<file path="config.mk">
export PLATFORM = sky130hd
export DESIGN_NAME = pu_local_ctrl
export DESIGN_NICKNAME = d
export VERILOG_FILES = /design/src/rtl/pu_local_ctrl.sv
export SDC_FILE = /design/constraint.sdc
export NUM_CORES = 1
export LEC_CHECK = 0
export ABC_AREA = 1
export CAP_MARGIN = 20
export CORE_AREA = 2 2 172 174
export DETAILED_ROUTE_END_ITERATION = 10
export DIE_AREA = 0 0 174 176
export GPL_TIMING_DRIVEN = 1
export PLACE_DENSITY_LB_ADDON = 0.15
export SLEW_MARGIN = 10
export SYNTH_ARGS = -nofsm -noshare
export SYNTH_HDL_FRONTEND = slang
export SYNTH_SLANG_ARGS = --single-unit
</file>
<file path="constraint.sdc">
create_clock -name i_clk -period 7.5 [get_ports i_clk]
set_input_delay 1.125 -clock i_clk [delete_from_list [all_inputs] [get_ports i_clk]]
set_output_delay 1.125 -clock i_clk [all_outputs]
set_load 0.005 [all_outputs]
</file>
<file path="src/rtl/pu_local_ctrl.sv">
// rtl/pu_local_ctrl.sv - Local sequencer for the processing unit (read, accumulate, write per output)
//
// Purpose:
//   On an accepted i_prcss_start the controller latches the job configuration and
//   walks all M output elements. Each output takes K read beats on the x/w buffers,
//   PE_LAT wait cycles for the PE pipeline, and one y buffer write of i_pe_acc.
//   Per-output latency is K + PE_LAT + 1 cycles. A one-cycle DONE state pulses
//   o_prcss_done and sets the o_all_done level.
//
// Ports:
//   i_clk, i_rst              clock, synchronous active-high reset
//   i_prcss_start             job start pulse (accepted only in IDLE)
//   i_cfg_num_out             M, outputs per job
//   i_cfg_k_steps             K, read beats per output
//   i_cfg_y_base              first y buffer address
//   o_x_buf_en/o_x_buf_addr   x buffer read port (address = k)
//   o_w_buf_en/o_w_buf_addr   w buffer read port (address = m*K + k, truncated)
//   o_pe_en/o_pe_clr          PE strobes, aligned with 1-cycle buffer read data
//   i_pe_acc                  PE accumulated result
//   o_y_buf_*                 y buffer write port (address = y_base + m, data = i_pe_acc)
//   o_busy                    high outside IDLE
//   o_prcss_done              one-cycle job-end pulse
//   o_all_done                job-end level, cleared by the next accepted start

module pu_local_ctrl #(
    parameter int X_BUF_ADDR_WIDTH   = 16,
    parameter int W_BUF_ADDR_WIDTH   = 16,
    parameter int OUT_BUF_ADDR_WIDTH = 32,
    parameter int OUT_BUF_DATA_WIDTH = 32,
    parameter int CNT_WIDTH          = 16,
    parameter int PE_LAT             = 2
) (
    input  logic                          i_clk,
    input  logic                          i_rst,
    input  logic                          i_prcss_start,
    input  logic [CNT_WIDTH-1:0]          i_cfg_num_out,
    input  logic [CNT_WIDTH-1:0]          i_cfg_k_steps,
    input  logic [OUT_BUF_ADDR_WIDTH-1:0] i_cfg_y_base,
    output logic                          o_x_buf_en,
    output logic [X_BUF_ADDR_WIDTH-1:0]   o_x_buf_addr,
    output logic                          o_w_buf_en,
    output logic [W_BUF_ADDR_WIDTH-1:0]   o_w_buf_addr,
    output logic                          o_pe_en,
    output logic                          o_pe_clr,
    input  logic [OUT_BUF_DATA_WIDTH-1:0] i_pe_acc,
    output logic                          o_y_buf_en,
    output logic                          o_y_buf_wr_en,
    output logic [OUT_BUF_ADDR_WIDTH-1:0] o_y_buf_addr,
    output logic [OUT_BUF_DATA_WIDTH-1:0] o_y_buf_data,
    output logic                          o_busy,
    output logic                          o_prcss_done,
    output logic                          o_all_done
);

    localparam int LAT_W  = $clog2(PE_LAT + 1);
    localparam int PROD_W = 2 * CNT_WIDTH;

    typedef enum logic [2:0] {
        S_IDLE  = 3'd0,
        S_READ  = 3'd1,
        S_WAIT  = 3'd2,
        S_WRITE = 3'd3,
        S_DONE  = 3'd4
    } state_t;

    state_t                        r_state;
    state_t                        w_next;

    logic [CNT_WIDTH-1:0]          r_num_out;
    logic [CNT_WIDTH-1:0]          r_k_steps;
    logic [OUT_BUF_ADDR_WIDTH-1:0] r_y_base;
    logic [CNT_WIDTH-1:0]          r_m;
    logic [CNT_WIDTH-1:0]          r_k;
    logic [LAT_W-1:0]              r_lat;
    logic                          r_pe_en;
    logic                          r_pe_clr;
    logic                          r_all_done;

    logic                          w_cfg_zero;
    logic                          w_k_last;
    logic                          w_m_last;
    logic                          w_lat_last;
    logic                          w_read;
    logic                          w_write;
    logic [PROD_W-1:0]             w_w_addr_full;

    // A zero-sized job spends its first busy cycle in READ, where the latched
    // configuration is evaluated; the read strobes are suppressed and the FSM
    // moves straight on to DONE.
    assign w_cfg_zero = (r_num_out == '0) || (r_k_steps == '0);
    assign w_k_last   = (r_k == r_k_steps - CNT_WIDTH'(1));
    assign w_m_last   = (r_m == r_num_out - CNT_WIDTH'(1));
    assign w_lat_last = (r_lat == LAT_W'(PE_LAT - 1));
    assign w_read     = (r_state == S_READ) && !w_cfg_zero;
    assign w_write    = (r_state == S_WRITE);

    // w address is formed at double counter width and then truncated, so
    // overflow wraps rather than saturating.
    assign w_w_addr_full = PROD_W'(r_m) * PROD_W'(r_k_steps) + PROD_W'(r_k);

    always_comb begin
        w_next = r_state;
        case (r_state)
            S_IDLE: begin
                if (i_prcss_start) begin
                    w_next = S_READ;
                end
            end
            S_READ: begin
                if (w_cfg_zero) begin
                    w_next = S_DONE;
                end else if (w_k_last) begin
                    w_next = S_WAIT;
                end
            end
            S_WAIT: begin
                if (w_lat_last) begin
                    w_next = S_WRITE;
                end
            end
            S_WRITE: begin
                if (w_m_last) begin
                    w_next = S_DONE;
                end else begin
                    w_next = S_READ;
                end
            end
            S_DONE: begin
                w_next = S_IDLE;
            end
            default: begin
                w_next = S_IDLE;
            end
        endcase
    end

    always_ff @(posedge i_clk) begin
        if (i_rst) begin
            r_state    <= S_IDLE;
            r_num_out  <= '0;
            r_k_steps  <= '0;
            r_y_base   <= '0;
            r_m        <= '0;
            r_k        <= '0;
            r_lat      <= '0;
            r_pe_en    <= 1'b0;
            r_pe_clr   <= 1'b0;
            r_all_done <= 1'b0;
        end else begin
            r_state  <= w_next;
            // Buffer data returns one cycle after the read, so the PE strobes
            // are the read strobes delayed by one register.
            r_pe_en  <= w_read;
            r_pe_clr <= w_read && (r_k == '0);
            case (r_state)
                S_IDLE: begin
                    if (i_prcss_start) begin
                        r_num_out  <= i_cfg_num_out;
                        r_k_steps  <= i_cfg_k_steps;
                        r_y_base   <= i_cfg_y_base;
                        r_m        <= '0;
                        r_k        <= '0;
                        r_lat      <= '0;
                        r_all_done <= 1'b0;
                    end
                end
                S_READ: begin
                    if (!w_cfg_zero) begin
                        if (w_k_last) begin
                            r_k <= '0;
                        end else begin
                            r_k <= r_k + CNT_WIDTH'(1);
                        end
                    end
                end
                S_WAIT: begin
                    if (w_lat_last) begin
                        r_lat <= '0;
                    end else begin
                        r_lat <= r_lat + LAT_W'(1);
                    end
                end
                S_WRITE: begin
                    if (!w_m_last) begin
                        r_m <= r_m + CNT_WIDTH'(1);
                    end
                end
                S_DONE: begin
                    r_all_done <= 1'b1;
                end
                default: begin
                    r_k <= '0;
                end
            endcase
        end
    end

    assign o_x_buf_en    = w_read;
    assign o_x_buf_addr  = w_read ? X_BUF_ADDR_WIDTH'(r_k) : '0;
    assign o_w_buf_en    = w_read;
    assign o_w_buf_addr  = w_read ? w_w_addr_full[W_BUF_ADDR_WIDTH-1:0] : '0;
    assign o_pe_en       = r_pe_en;
    assign o_pe_clr      = r_pe_clr;
    assign o_y_buf_en    = w_write;
    assign o_y_buf_wr_en = w_write;
    assign o_y_buf_addr  = w_write ? (r_y_base + OUT_BUF_ADDR_WIDTH'(r_m)) : '0;
    assign o_y_buf_data  = w_write ? i_pe_acc : '0;
    assign o_busy        = (r_state != S_IDLE);
    assign o_prcss_done  = (r_state == S_DONE);
    assign o_all_done    = r_all_done;

endmodule

</file>
* After elaboration in Yosys (flattened, before gate mapping)
Cells that the tools add are included.
** Storage, ports and cells
- Output and inout bits :: 105
- RAM bits :: 0
- Bits of input ports :: 99
- Logic and storage cells :: 71
- Memories kept :: 0
- Bits in latches :: 0
- Bits in registers :: 104
- Memory bits (read-only) :: 0
** Cells by class
- Multipliers :: 1
- Reduce and logical (&&, ||, !) cells :: 19
- Magnitude comparators :: 0
- Equal/unequal tests :: 12
- Shift operators :: 0
- $add $sub $neg :: 7
- Divide/modulo/power cells :: 0
- Bitwise gates (word level) :: 1
- Muxes and demuxes :: 21
** Operators by type and width (count)
- two-way mux 16 bit :: 6
- two-way mux 32 bit :: 2
- logical NOT 16 bit :: 3
- one-hot mux 16 bit (3 select lines) :: 1
- adder 16 x 1 -> 16 bit (second input constant) :: 2
- adder 32 x 16 -> 32 bit :: 1
- == test 16 bit :: 2
- one-hot mux 16 bit (2 select lines) :: 1
- subtractor 16 x 1 -> 16 bit (second input constant) :: 2
- adder 16 bit :: 1
- multiplier 16 x 16 -> 16 bit :: 1
- two-way mux 3 bit :: 5
- one-hot mux 3 bit (4 select lines) :: 1
- AND reduction 3 bit :: 3
- != test 2 bit (second input constant) :: 4
- == test 3 x 2 -> 1 bit (second input constant) :: 2
- AND reduction 2 bit :: 3
- nonzero test 2 bit :: 3
- two-way mux 2 bit :: 2
- one-hot mux 2 bit (2 select lines) :: 1
- == test 3 x 1 -> 1 bit (second input constant) :: 1
- == test 3 bit (second input constant) :: 1
- logical NOT 3 bit :: 1
- != test 3 bit (second input constant) :: 1
- other kinds (10) :: 11

* Longest topological paths before layout
- Depth after elaboration :: 5
- Mapped depth :: 28
- Gate-level depth less buffers :: 26

* Worst setup path before layout
Ideal clock, no wire load.
- Path type :: flip-flop to output port
- Start :: register r_m[1]
- End :: output o_w_buf_addr[15]
- Setup slack :: 1.330 ns
- Path buffers :: 2
- Data required time :: 6.375 ns
- Stages on the path, launching flop included :: 20
- Data arrival time :: 5.045 ns
- Path through :: dfxtp_1 buf_2 clkbuf_1 nand2_1 fa_1 fa_1 inv_1 fa_1 fa_1 inv_1 fa_1 fa_1 inv_1 ha_1 a21oi_1 o21a_1 o211ai_1 nand3_1 nand2_1 nor2_1
** On the way
- Longest elaborated chain between the ends :: 3
** RTL lines
- from (decl) :: RTL line 72 : logic [CNT_WIDTH-1:0] r_m;
- from (signal assigned) :: RTL line 185 : r_m <= r_m + CNT_WIDTH'(1);
- multiplier 16 x 16 -> 16 bit :: RTL line 99 : assign w_w_addr_full = PROD_W'(r_m) * PROD_W'(r_k_steps) + PROD_W'(r_k);
- adder 16 bit :: RTL line 99
- two-way mux 16 bit :: RTL line 201 : assign o_w_buf_addr = w_read ? w_w_addr_full[W_BUF_ADDR_WIDTH-1:0] : '0;
- to (decl) :: RTL line 42 : output logic [W_BUF_ADDR_WIDTH-1:0] o_w_buf_addr,
Every way passes these cells.

* Final worst setup path
- Start :: register r_k_steps[11]
- End :: output o_w_buf_addr[15]
** On the way
- Longest elaborated chain between the ends :: 5
** RTL lines
- from (decl) :: RTL line 70 : logic [CNT_WIDTH-1:0] r_k_steps;
- from (signal assigned) :: RTL line 159 : r_k_steps <= i_cfg_k_steps;
- branches (longest 4 deep; another with multiplier 16 x 16 -> 16 bit)
- two-way mux 16 bit (*) :: RTL line 201
Every way passes the cells marked *.

==> impl_metrics.csv <==
group,metric,value,unit
setup_path,r2r_start,"r_k_steps[0]$_SDFFE_PP0P_",
synthesis,synthSimpleGateAreaFrac,28.59,%
hold_path,holdPathStages,2,
pwr,irDropWorstVdd,0.1645,mV
sta,hold_viol,0,
clock_tree,cts_max_path_buffers,2,
sta,timing.final.ws_setup,284.1,ps
grt,grt_overflow,0,
sta,rsz0062_at_grt,"false",
sta,timing.setup.tns,0,ps
setup_path,crit_type,"reg -> out",
synthesis,ys.flop_type,"dfxtp_1",
sta,fmax,0.1386,GHz
pwr,p_leak,7.152,nW
grt,grt_pass1_wl,60.01,mm
synthesis,synth_top_family_by_area,"simple AND/OR/NAND/NOR gates",
synthesis,async_flop_share,0,%
setup_path,startpoint,"r_k_steps[11]$_SDFFE_PP0P_",
hold_path,hold_class,"reg -> reg",
synthesis,ys_seq_area_share,17.06,%
synthesis,netlist_instances,1876,
floorplan,fp.dieW,174,um
drt,firstDrtPassIters,5,
synthesis,synthMuxAreaShare,0,%
synthesis,yosysMostFrequentCell,"inv_1",
pwr,power.total,0.002458,W
drt,viasPerCell,4.945,
floorplan,die_h,176,um
clock_tree,cts_resized,0,
sta,worstMarginPinSlew,1033,ps
grt,grt_pass1_vias,12050,
drt,drt-wirelength-per-cell,15.13,um
sta,final.period_utilization,96.21,%
setup_path,crit_required,6380,ps
floorplan,rows,62,
clock_tree,cts_buffers,9,
clock_tree,cts_root_buf,"clkbuf_16",
layout,n_antenna_cell,0,
drt,initialDrtViolationCount,823,
pwr,p_sw,0.001141,W
synthesis,synth_area_leaders,"dfxtp_1, fa_1, inv_1, nand2_1, ha_1",
floorplan,start_util,42.74,%
pwr,power_density,165.0,nW/um^2
outcome,status,"complete, no violations",
clock_tree,cts_tree,"yes",
sta,setup_viol,0,
pwr,clkPwrFrac,19.2,%
synthesis,syn_avg_cell_area,6.503,sq um
setup_path,start_kind,"register",
synthesis,ys.warnings.count,0,
synthesis,synth_seq_cells,104,
synthesis,yosys.cell_types.count,47,
floorplan,core_region_area,28550,sq um
drt,drc,0,
clock_tree,clock_latency,370,ps
setup_path,r2r-end,"r_state[1]$_SDFFE_PP0P_",
flow_run,cap_violations,0,
sta,min_period,7216,ps
grt,grt_use_total,24.38,%
layout,finalNetCount,2310,
setup_path,critical_path.max_fanout,9,
clock_tree,cts_sinks,104,
sta,slew_viol_final,0,
pwr,cellInternalPower,0.001317,W
setup_path,worstPathArrival,6090,ps
placement,gp_congestion,0.9182,
synthesis,netlist_area,12200,sq um
floorplan,io-pin-count,204,
clock_tree,cts_hold_buf,0,
clock_tree,clk_pin_slew,80,ps
sta,relSlewSlack,31.14,%
sta,fin_skew,11.75,ps
synthesis,synth_edf_count,0,
pwr,combPwrFrac,49.0,%
layout,drive_above_1_share,5.811,%
placement,io_buffers,203,
pwr,switching_share,46.42,%
synthesis,yosysTopAreaCell,"dfxtp_1",
pwr,p_seq_share,31.9,%
grt,antenna_found_initial,0,
drt,via_count,12030,
drt,ant_nets,0,
synthesis,synth_compound_area_share,11.02,%
grt,grt_start_max_net_pins,69,
setup_path,end_kind,"primary output",
drt,wl,36.80,mm
placement,pre_cts_slack,545.0,ps
floorplan,dieArea,30620,sq um
synthesis,synth_xor_area_share,5.240,%
synthesis,yosys.area.top_type_share,17.06,%
synthesis,syn_nets,2143,
layout,synthToLayoutAreaGrowth,22.09,%
clock_tree,cts_setup_buffers,0,
placement,hpwl,29.82,mm
synthesis,synth_fa_ha_area_share,23.07,%
setup_path,crit_end,"o_w_buf_addr[15]",
clock_tree,htree_levels,3,
setup_path,reg2reg_depth,13,
setup_path,r2r_slack,4100,ps
synthesis,ys_top_cells_by_count,"inv_1, nand2_1, nor2_1, a21oi_1, dfxtp_1",
## layer usage
layer  global-route usage, %  routed length (um)  vias to the layer above
li1                        -                   -                     6070
met3                   3.575                1845                       73
met1                   30.32               15910                     5549
met2                   42.73               17860                      334
met4                   9.419                1184                        0
met5                       0                   0                        -
## logic make-up after synthesis
family                     Yosys count
xor gates and xnor gates            73
buffers and inverters              472
AOI/OAI and AO/OA                  246
DFF                                104
and+or+nand+nor                    813
adders and majority gates          168
## cells in the final DEF (no fill, tap or decap), types with 14 or more instances in the layout
cell,instances
nor2_1,234
buf_4,34
inv_1,379
nor3_1,30
nand2_1,379
nand2_2,14
clkdlybuf4s50_1,203
a21oi_1,107
fa_1,95
xor2_1,54
nand3_1,80
o21ai_0,102
ha_1,73
xnor2_1,19
dfxtp_1,99
nand4_1,24
## critical path: stages, from the launching register on
cell	delay, ps
dfxtp_1	540
nand2_1	140
fa_1	460
fa_1	550
inv_1	50
fa_1	480
fa_1	560
inv_1	60
fa_1	500
fa_1	550
inv_1	50
ha_1	350
a21oi_1	180
o21a_1	130
o211ai_1	190
nand3_1	150
nand2_1	50
nor2_1	190
clkdlybuf4s50_1	540
## state kept, by name (all words and copies together), names as in the netlist
| register | cells |
|---|---|
| o_all_done | 1 |
| o_pe_clr | 1 |
| o_pe_en | 1 |
| r_k | 16 |
| r_k_steps | 16 |
| r_lat | 2 |
| r_m | 16 |
| r_num_out | 16 |
| r_state | 3 |
| r_y_base | 32 |
## power groups by stage
stage	combinational [W]	sequential [W]	clock (W)
after floorplan	0.000873	0.000734	0
after global routing	0.00135	0.000799	0.000501
after global placement	0.00119	0.000790	0
final	0.00120	0.000783	0.000471
after CTS	0.00120	0.000781	0.000480
after detailed placement	0.00120	0.000793	0
## worst min-delay path by stage
stage,from,end,slack [ps]
floorplan,r_lat[1]$_SDFFE_PP0P_,r_lat[1]$_SDFFE_PP0P_,420
global placement,r_lat[1]$_SDFFE_PP0P_,r_lat[1]$_SDFFE_PP0P_,430
detailed placement,r_lat[1]$_SDFFE_PP0P_,r_lat[1]$_SDFFE_PP0P_,460
CTS,r_lat[1]$_SDFFE_PP0P_,r_lat[1]$_SDFFE_PP0P_,470
global route,r_lat[1]$_SDFFE_PP0P_,r_lat[1]$_SDFFE_PP0P_,490
finish,r_lat[1]$_SDFFE_PP0P_,r_lat[1]$_SDFFE_PP0P_,460
## through the flow
stage | cells | cell area, sq um | utilization (%) | hold WS, ps
final | 2432 | 14900 | 52.18 | 460.0
after global routing | 2432 | 14900 | 52.18 | 487.7
after global placement | 2416 | 14610 | 51.17 | 427.2
after detailed placement | 2416 | 14610 | 51.17 | 459.4
after CTS | 2432 | 14880 | 52.14 | 470.5
after floorplan | 1876 | 12200 | - | 417.9
## layout make-up
type / count / area (sq um)
Fill cell: 2923 / 13650
Multi-Input combinational cell: 1300 / 8293
Timing Repair Buffer: 237 / 2287
Sequential cell: 104 / 2088
Inverter: 391 / 1469
Tap cell: 384 / 480.5
Clock buffer: 9 / 225.2
Clock inverter: 7 / 52.55
Power figures use the tool's default switching activity.
